`config.mk`:
```
export PLATFORM = sky130hd
export DESIGN_NAME = rdc_multimode
export DESIGN_NICKNAME = d
export VERILOG_FILES = /design/src/rtl/rdc_multimode.sv
export SDC_FILE = /design/constraint.sdc
export NUM_CORES = 1
export LEC_CHECK = 0
export ABC_AREA = 1
export CORE_MARGIN = 3
export CORE_UTILIZATION = 54
export DETAILED_ROUTE_END_ITERATION = 16
export PLACE_DENSITY = 0.86
export SLEW_MARGIN = 40
export SYNTH_ARGS = -nofsm -noshare
export SYNTH_HDL_FRONTEND = slang
export SYNTH_SLANG_ARGS = --single-unit
```
`constraint.sdc`:
```
create_clock -name clk_i -period 6.8 [get_ports clk_i]
set_clock_uncertainty 0.2 [all_clocks]
set_input_delay 1.7 -clock clk_i [delete_from_list [all_inputs] [get_ports clk_i]]
set_output_delay 1.7 -clock clk_i [all_outputs]
set_load 0.03 [all_outputs]
```
`src/rtl/rdc_multimode.sv`:
```
// Request duration counter: per-channel pulse-width/accumulate counters, sticky IRQs, watermarks, first offender.
// Latency: count after each edge, IRQ one edge later; no backpressure. Option RDC_VIOLATION_CNT_EN adds violation_cnt_o.
module rdc_multimode #(
  parameter int WEIGHTS_WIDTH = 8,
  parameter int N_CORES       = 4,
  parameter int CORE_EVENTS   = 2,
  localparam int N_COUNTERS   = N_CORES * CORE_EVENTS,
  localparam int IDX_W        = (N_COUNTERS > 1) ? $clog2(N_COUNTERS) : 1
) (
  input  logic                                clk_i,
  input  logic                                rst_i,
  input  logic                                enable_i,
  input  logic [N_COUNTERS-1:0]               events_i,
  input  logic [N_COUNTERS*WEIGHTS_WIDTH-1:0] weights_i,
  input  logic [N_COUNTERS-1:0]               mode_i,
  input  logic [N_COUNTERS-1:0]               event_mask_i,
  input  logic [N_COUNTERS-1:0]               irq_clear_i,
  input  logic                                wm_clear_i,
  output logic                                interruption_rdc_o,
  output logic [N_COUNTERS-1:0]               interruption_vector_rdc_o,
  output logic [N_COUNTERS*WEIGHTS_WIDTH-1:0] watermark_o,
  output logic                                first_valid_o,
  output logic [IDX_W-1:0]                    first_idx_o
`ifdef RDC_VIOLATION_CNT_EN
  ,
  output logic [N_COUNTERS*8-1:0]             violation_cnt_o
`endif
);

  logic [N_COUNTERS-1:0][WEIGHTS_WIDTH-1:0] wt;
  logic [N_COUNTERS-1:0][WEIGHTS_WIDTH-1:0] cnt_q;
  logic [N_COUNTERS-1:0][WEIGHTS_WIDTH-1:0] wm_q;
  logic [N_COUNTERS-1:0]                    vec_q;
  logic [N_COUNTERS-1:0]                    hit;
  logic [N_COUNTERS-1:0]                    new_hit;
  logic                                     first_vld_q;
  logic [IDX_W-1:0]                         first_idx_q;
  logic [IDX_W-1:0]                         low_idx;

  assign wt = weights_i;

  always_comb begin
    hit     = '0;
    low_idx = '0;
    for (int k = 0; k < N_COUNTERS; k++) begin
      hit[k] = event_mask_i[k] & enable_i & (wt[k] != '0) & (cnt_q[k] >= wt[k]);
    end
    new_hit = hit & ~vec_q;
    // Scan downward so the lowest offending channel wins.
    for (int k = N_COUNTERS - 1; k >= 0; k--) begin
      if (new_hit[k]) low_idx = IDX_W'(k);
    end
  end

  always_ff @(posedge clk_i or posedge rst_i) begin
    if (rst_i) begin
      cnt_q <= '0;
    end else begin
      for (int k = 0; k < N_COUNTERS; k++) begin
        if (!enable_i || !event_mask_i[k]) begin
          cnt_q[k] <= '0;
        end else if (mode_i[k] && irq_clear_i[k]) begin
          cnt_q[k] <= '0;
        end else if (events_i[k]) begin
          if (cnt_q[k] != '1) cnt_q[k] <= cnt_q[k] + WEIGHTS_WIDTH'(1);
        end else if (!mode_i[k]) begin
          cnt_q[k] <= '0;
        end
      end
    end
  end

  // Set wins over a simultaneous clear.
  always_ff @(posedge clk_i or posedge rst_i) begin
    if (rst_i)          vec_q <= '0;
    else if (!enable_i) vec_q <= '0;
    else                vec_q <= (vec_q & ~irq_clear_i) | hit;
  end

  always_ff @(posedge clk_i or posedge rst_i) begin
    if (rst_i) begin
      wm_q <= '0;
    end else begin
      for (int k = 0; k < N_COUNTERS; k++) begin
        if (wm_clear_i)                         wm_q[k] <= '0;
        else if (enable_i && cnt_q[k] > wm_q[k]) wm_q[k] <= cnt_q[k];
      end
    end
  end

  always_ff @(posedge clk_i or posedge rst_i) begin
    if (rst_i) begin
      first_vld_q <= 1'b0;
      first_idx_q <= '0;
    end else if (!enable_i) begin
      first_vld_q <= 1'b0;
    end else if (!first_vld_q) begin
      if (|new_hit) begin
        first_vld_q <= 1'b1;
        first_idx_q <= low_idx;
      end
    end else if (irq_clear_i[first_idx_q] && !hit[first_idx_q]) begin
      first_vld_q <= 1'b0;
    end
  end

`ifdef RDC_VIOLATION_CNT_EN
  logic [N_COUNTERS-1:0]       hit_q;
  logic [N_COUNTERS-1:0][7:0]  vcnt_q;

  // hit is forced low while disabled, so counts naturally hold then.
  always_ff @(posedge clk_i or posedge rst_i) begin
    if (rst_i) begin
      hit_q  <= '0;
      vcnt_q <= '0;
    end else begin
      hit_q <= hit;
      for (int k = 0; k < N_COUNTERS; k++) begin
        if (wm_clear_i)                                   vcnt_q[k] <= '0;
        else if (hit[k] && !hit_q[k] && vcnt_q[k] != '1) vcnt_q[k] <= vcnt_q[k] + 8'd1;
      end
    end
  end

  assign violation_cnt_o = vcnt_q;
`endif

  assign interruption_vector_rdc_o = vec_q;
  assign interruption_rdc_o        = |vec_q;
  assign watermark_o               = wm_q;
  assign first_valid_o             = first_vld_q;
  assign first_idx_o               = first_idx_q;

endmodule

```
=== Word-level counts from Yosys, hierarchy flattened ===
Cells that the tools add are included.

* Word-level logic and storage cells: 233
* Flip-flop bits (word level): 140
* Input bits: 100

* Mux-type cells: 73
* Eq/ne operators: 24
* Magnitude comparators: 17
* $add $sub $neg: 8
* Bitwise operators: 30
* Reduce and logical (&&, ||, !) cells: 62

{| class="wikitable"
|+ Operator list
! kind !! number
|-
| $mux 8 || 57
|-
| $add 8x1->8 const B || 8
|-
| $ge 8x8->1 || 8
|-
| $gt 8x8->1 || 8
|-
| $ne 8x8->1 const B || 8
|-
| $reduce_bool 8->1 || 8
|-
| $ne 4x1->1 const B || 8
|-
| $ne 4x2->1 const B || 8
|-
| $and 1x1->1 || 24
|-
| $mux 3 || 8
|-
| $logic_and 1x1->1 || 17
|-
| $and 8x8->8 || 2
|-
| $not 8->8 || 2
|-
| $reduce_and 2->1 || 8
|-
| $reduce_bool 2->1 || 8
|-
| $reduce_or 8->1 || 2
|-
| $logic_not 1->1 || 10
|-
| $logic_or 1x1->1 || 8
|-
| $or 8x8->8 || 1
|-
| $bmux 1 s3 || 2
|-
| $mux 1 || 6
|-
| $lt 3x4->1 const B || 1
|-
| $reduce_and 3->1 || 1
|-
| $not 1->1 || 1
|}

=== Longest topological paths before layout ===
* Depth after elaboration: 12
* Gate-level depth with buffers: 19
* Gate-level depth less buffers: 19

=== Least setup slack after synthesis ===
Ideal clock, no wire load.

* Kind: input port to flip-flop
* From: input port weights_i[5]
* To: register first_idx_q[0] (netlist: first_idx_o[0])
* Cell stages on the path: 14
* Setup time: 0.116 ns
* Path buffers: 0
* Data required time: 6.484 ns
* Data arrival time: 2.956 ns
* Setup slack: 3.527 ns
* Cells stage by stage: inv_1 ha_1 a21oi_1 nor2_1 nor3_1 nand2_1 nand3_1 nand2_1 nor2_1 nand2_1 nand2_1 nor2_1 nand2_1 nand2_1

* Longest elaborated chain between the ends: 6
* Elaborated cells between the ends (all ways): 8
* Classes of those cells: order compare (1); mux (1); bitwise (3); reduce/logical (3)

{| class="wikitable"
|+ Ends and longest elaborated chain
! what !! RTL line !! source
|-
| start, declared || 14 || <nowiki>input logic [N_COUNTERS*WEIGHTS_WIDTH-1:0] weights_i,</nowiki>
|-
| branches (longest 2 deep; another with $ge 8x8->1) || -- ||
|-
| $and 1x1->1 (*) || 46 || <nowiki>hit[k] = event_mask_i[k] & enable_i & (wt[k] != '0) & (cnt_q[k] >= wt[k]);</nowiki>
|-
| $and 8x8->8 (*) || 48 || <nowiki>new_hit = hit & ~vec_q;</nowiki>
|-
| $reduce_or 8->1 || 98 || <nowiki>if (|new_hit) begin</nowiki>
|-
| $reduce_and 3->1 (no line) || -- ||
|-
| end signal, assigned || 100 || <nowiki>first_idx_q <= low_idx;</nowiki>
|-
| end, declared || 37 || <nowiki>logic [IDX_W-1:0] first_idx_q;</nowiki>
|}

Mark *: on every way between the ends.
A chain may end at the register's enable or synchronous reset.

=== Worst setup path after layout ===
* From: register vec_q[6] (netlist: interruption_vector_rdc_o[6])
* To: output port interruption_rdc_o

* Longest elaborated chain between the ends: 1

{| class="wikitable"
|+ Ends and longest elaborated chain
! what !! RTL line !! source
|-
| start, declared || 33 || <nowiki>logic [N_COUNTERS-1:0] vec_q;</nowiki>
|-
| start signal, assigned || 77 || <nowiki>else vec_q <= (vec_q & ~irq_clear_i) | hit;</nowiki>
|-
| $reduce_or 8->1 || 129 || <nowiki>assign interruption_rdc_o = |vec_q;</nowiki>
|-
| end, declared || 19 || <nowiki>output logic interruption_rdc_o,</nowiki>
|}

Every way passes these cells.

==> flow_summary.ini <==
[status]
status = finished clean

[synthesis]
synth_nets = 1570
synthesis.area_mm2 = 0.0100
syn-instance-count = 1334
avgSynthCellArea_um2 = 7.52
synth_flop_cell = dfrtp_1
synth-edff-count = 0
synth_top_area_frac = 0.349
async_flop_share = 1.00
ys_types = 42
yosys.area.top_type = dfrtp_1
yosysSeqAreaShare = 0.349
ys_ff_latch = 140
yosys_warnings = 0
synth_area_leaders = dfrtp_1 (35%), ha_1 (17%), nand2_1 (9.8%), inv_1 (9.4%), a21oi_1 (4.5%)

[global_route]
grt_pass1_wl_um = 44100
antenna_found_initial = 0
grt_max_degree = 108
overflow = 0
track_usage = 0.268
grt_pass1_vias = 9519

[sta]
setup_tns_ns = 0
period_share = 0.581
drv_slew = 0
fin_crit_ns = 3.95
worst_slew_pin_slew_ns = 0.737
rsz0062_at_grt = no
setup-violations-final = 0
finalHoldViolCount = 0
slew_headroom = 0.509
fmax_mhz = 253

[drt]
routed_wl_um = 27000
drt_iter0_markers = 366
drt_first_pass_iters = 5
drcViolationCount = 0
wl_per_cell_um = 15.3
route.vias.total = 9794
vias_per_cell = 5.55
ant_nets = 0

[cells_and_area]
syn_to_final_growth_pct = 26.2
drive_gt1_frac = 0.0443
design_area_mm2 = 0.0127
finalNetCount = 1759
antennaDiodeCount = 0

[setup_path]
startpoint_type = register
arrival_ns = 2.05
crit_type = reg2out
crit_required_ns = 4.90
worstPathMaxFanout = 3
cp-end-kind = output pin
cp_slowest_cell = clkdlybuf4s50_1
path_cells = nor4_1 > nand2_1 > clkdlybuf4s50_1
cpPeakStageDelay_ns = 0.64

[min_path]
hp-class = reg2reg

[placement]
place.port_buffers = 176
dpl_cell_area_mm2 = 0.0121
dp_hpwl_um = 20800
gp_congestion = 0.961

[cts]
clk_latency_ns = 0.42
clockBufferDepth = 2
cts_hold_buf = 0
numCtsBuffers = 17
clock-sinks = 140
clockRootBuffer = clkbuf_16
cts_resized = 0
clkSlewWorstSetupHoldPaths_ns = 0.06
cts_max_level = 4
cts_tree = yes
cts_setup_buffers = 0

[floorplanning]
core_mm2 = 0.0181
dieArea_mm2 = 0.0203
start_util = 0.555
rows = 49
die_h_um = 142
io_pins = 177
die_w_um = 142

[power]
ir_worst_vdd_mv = 0.174
p_leak_nw = 6.22
power_density_mw_per_mm2 = 162

[run]
maxCapViolCount = 0
## per-stage QoR
stage                     setup WS, ns  total power [mW]  hold slack (ns)  cells  utilization
final                             2.85              2.05            0.339   1765        0.700
after global placement            2.45              1.10            0.320   1733        0.667
after floorplan                   1.15             0.992            0.285   1334            -
after detailed placement          2.75              1.10            0.327   1733        0.667
after CTS                         2.84              2.06            0.342   1765        0.700
after global routing              2.78              2.12            0.368   1765        0.700
## power breakdown
part | switching, mW | internal [mW]
clock network | 0.376 | 0.580
registers | 0.0117 | 0.841
logic | 0.138 | 0.102
## critical path: cells and delay by family, from the launching register on
family / cells / cell delay [ns]
DFF: 1 / 0.43
and+or+nand+nor: 2 / 0.57
buffers and inverters: 1 / 0.64
## worst paths after layout
| path | start | endpoint | slack (ns) | depth (start not counted) |
|---|---|---|---|---|
| worst max-delay path | interruption_vector_rdc_o[6] | interruption_rdc_o | 2.85 | 3 |
| worst min-delay path | watermark_o[2] | watermark_o[2] | 0.34 | 2 |
| worst max register to register | cnt_q[7] | watermark_o[1] | 4.45 | 8 |
| worst min register to register | watermark_o[2] | watermark_o[2] | 0.34 | 2 |
| max in group asynchronous | rst_i | watermark_o[6] | 3.81 | 3 |
| min in group asynchronous | rst_i | watermark_o[19] | 1.63 | 2 |
## per-layer routing
| layer | GRT usage | wire length, um | vias up |
|---|---|---|---|
| met1 | 0.348 | 11400 | 4541 |
| met3 | 0.0397 | 1910 | 63 |
| li1 | - | - | 4810 |
| met4 | 0.108 | 917 | 0 |
| met2 | 0.450 | 12800 | 380 |
| met5 | 0 | 0 | - |
## registers in the layout, indices dropped and copies added (netlist names)
register                   flops
cnt_q                         64
first_idx_o                    3
first_valid_o                  1
interruption_vector_rdc_o      8
watermark_o                   64
## final cells by class
cell class / instances / area [um^2]
clock buffer: 19 / 433
clock inverter: 13 / 166
fill: 1453 / 5420
inverter: 256 / 968
multi-input combinational: 930 / 5540
sequential: 140 / 3500
tap: 229 / 287
timing repair buffer: 178 / 1770
## synthesized netlist by cell type (all sizes together) (9+ instances only)
cell type and n:
a21oi 92, dfrtp 140, ha 136, inv 256, nand2 268, nand3 94
nand4 21, nor2 120, nor3 34, o21a 9, o21ai 63, o22ai 40
## cell families (layout without fill, tap and decap cells)
family	after synthesis	after routing	share of synthesized area
and+or+nand+nor	558	558	0.244
AOI/OAI and AO/OA	231	231	0.133
adders and majority gates	136	136	0.170
buffers and inverters	264	466	0.0995
DFF	140	140	0.349
xor gates and xnor gates	5	5	0.00436
## layout by cell type, fill, tap and decap left out, types with 4 or more instances in the layout
cell type,n
nor3b_1,5
dfrtp_1,140
ha_1,136
inv_2,5
inv_1,250
nor4_1,7
a21oi_1,91
nand2_1,263
o22ai_1,40
o21a_1,8
o21bai_1,4
clkbuf_16,17
nand3_1,90
o211ai_1,6
xor2_1,5
nand4_1,21
nor2_1,114
nor3_1,31
clkdlybuf4s50_1,175
a31oi_1,7
nor2_2,5
nand3_2,4
or2_2,4
o21ai_0,61
No activity file was read; power rests on OpenSTA's default activity.
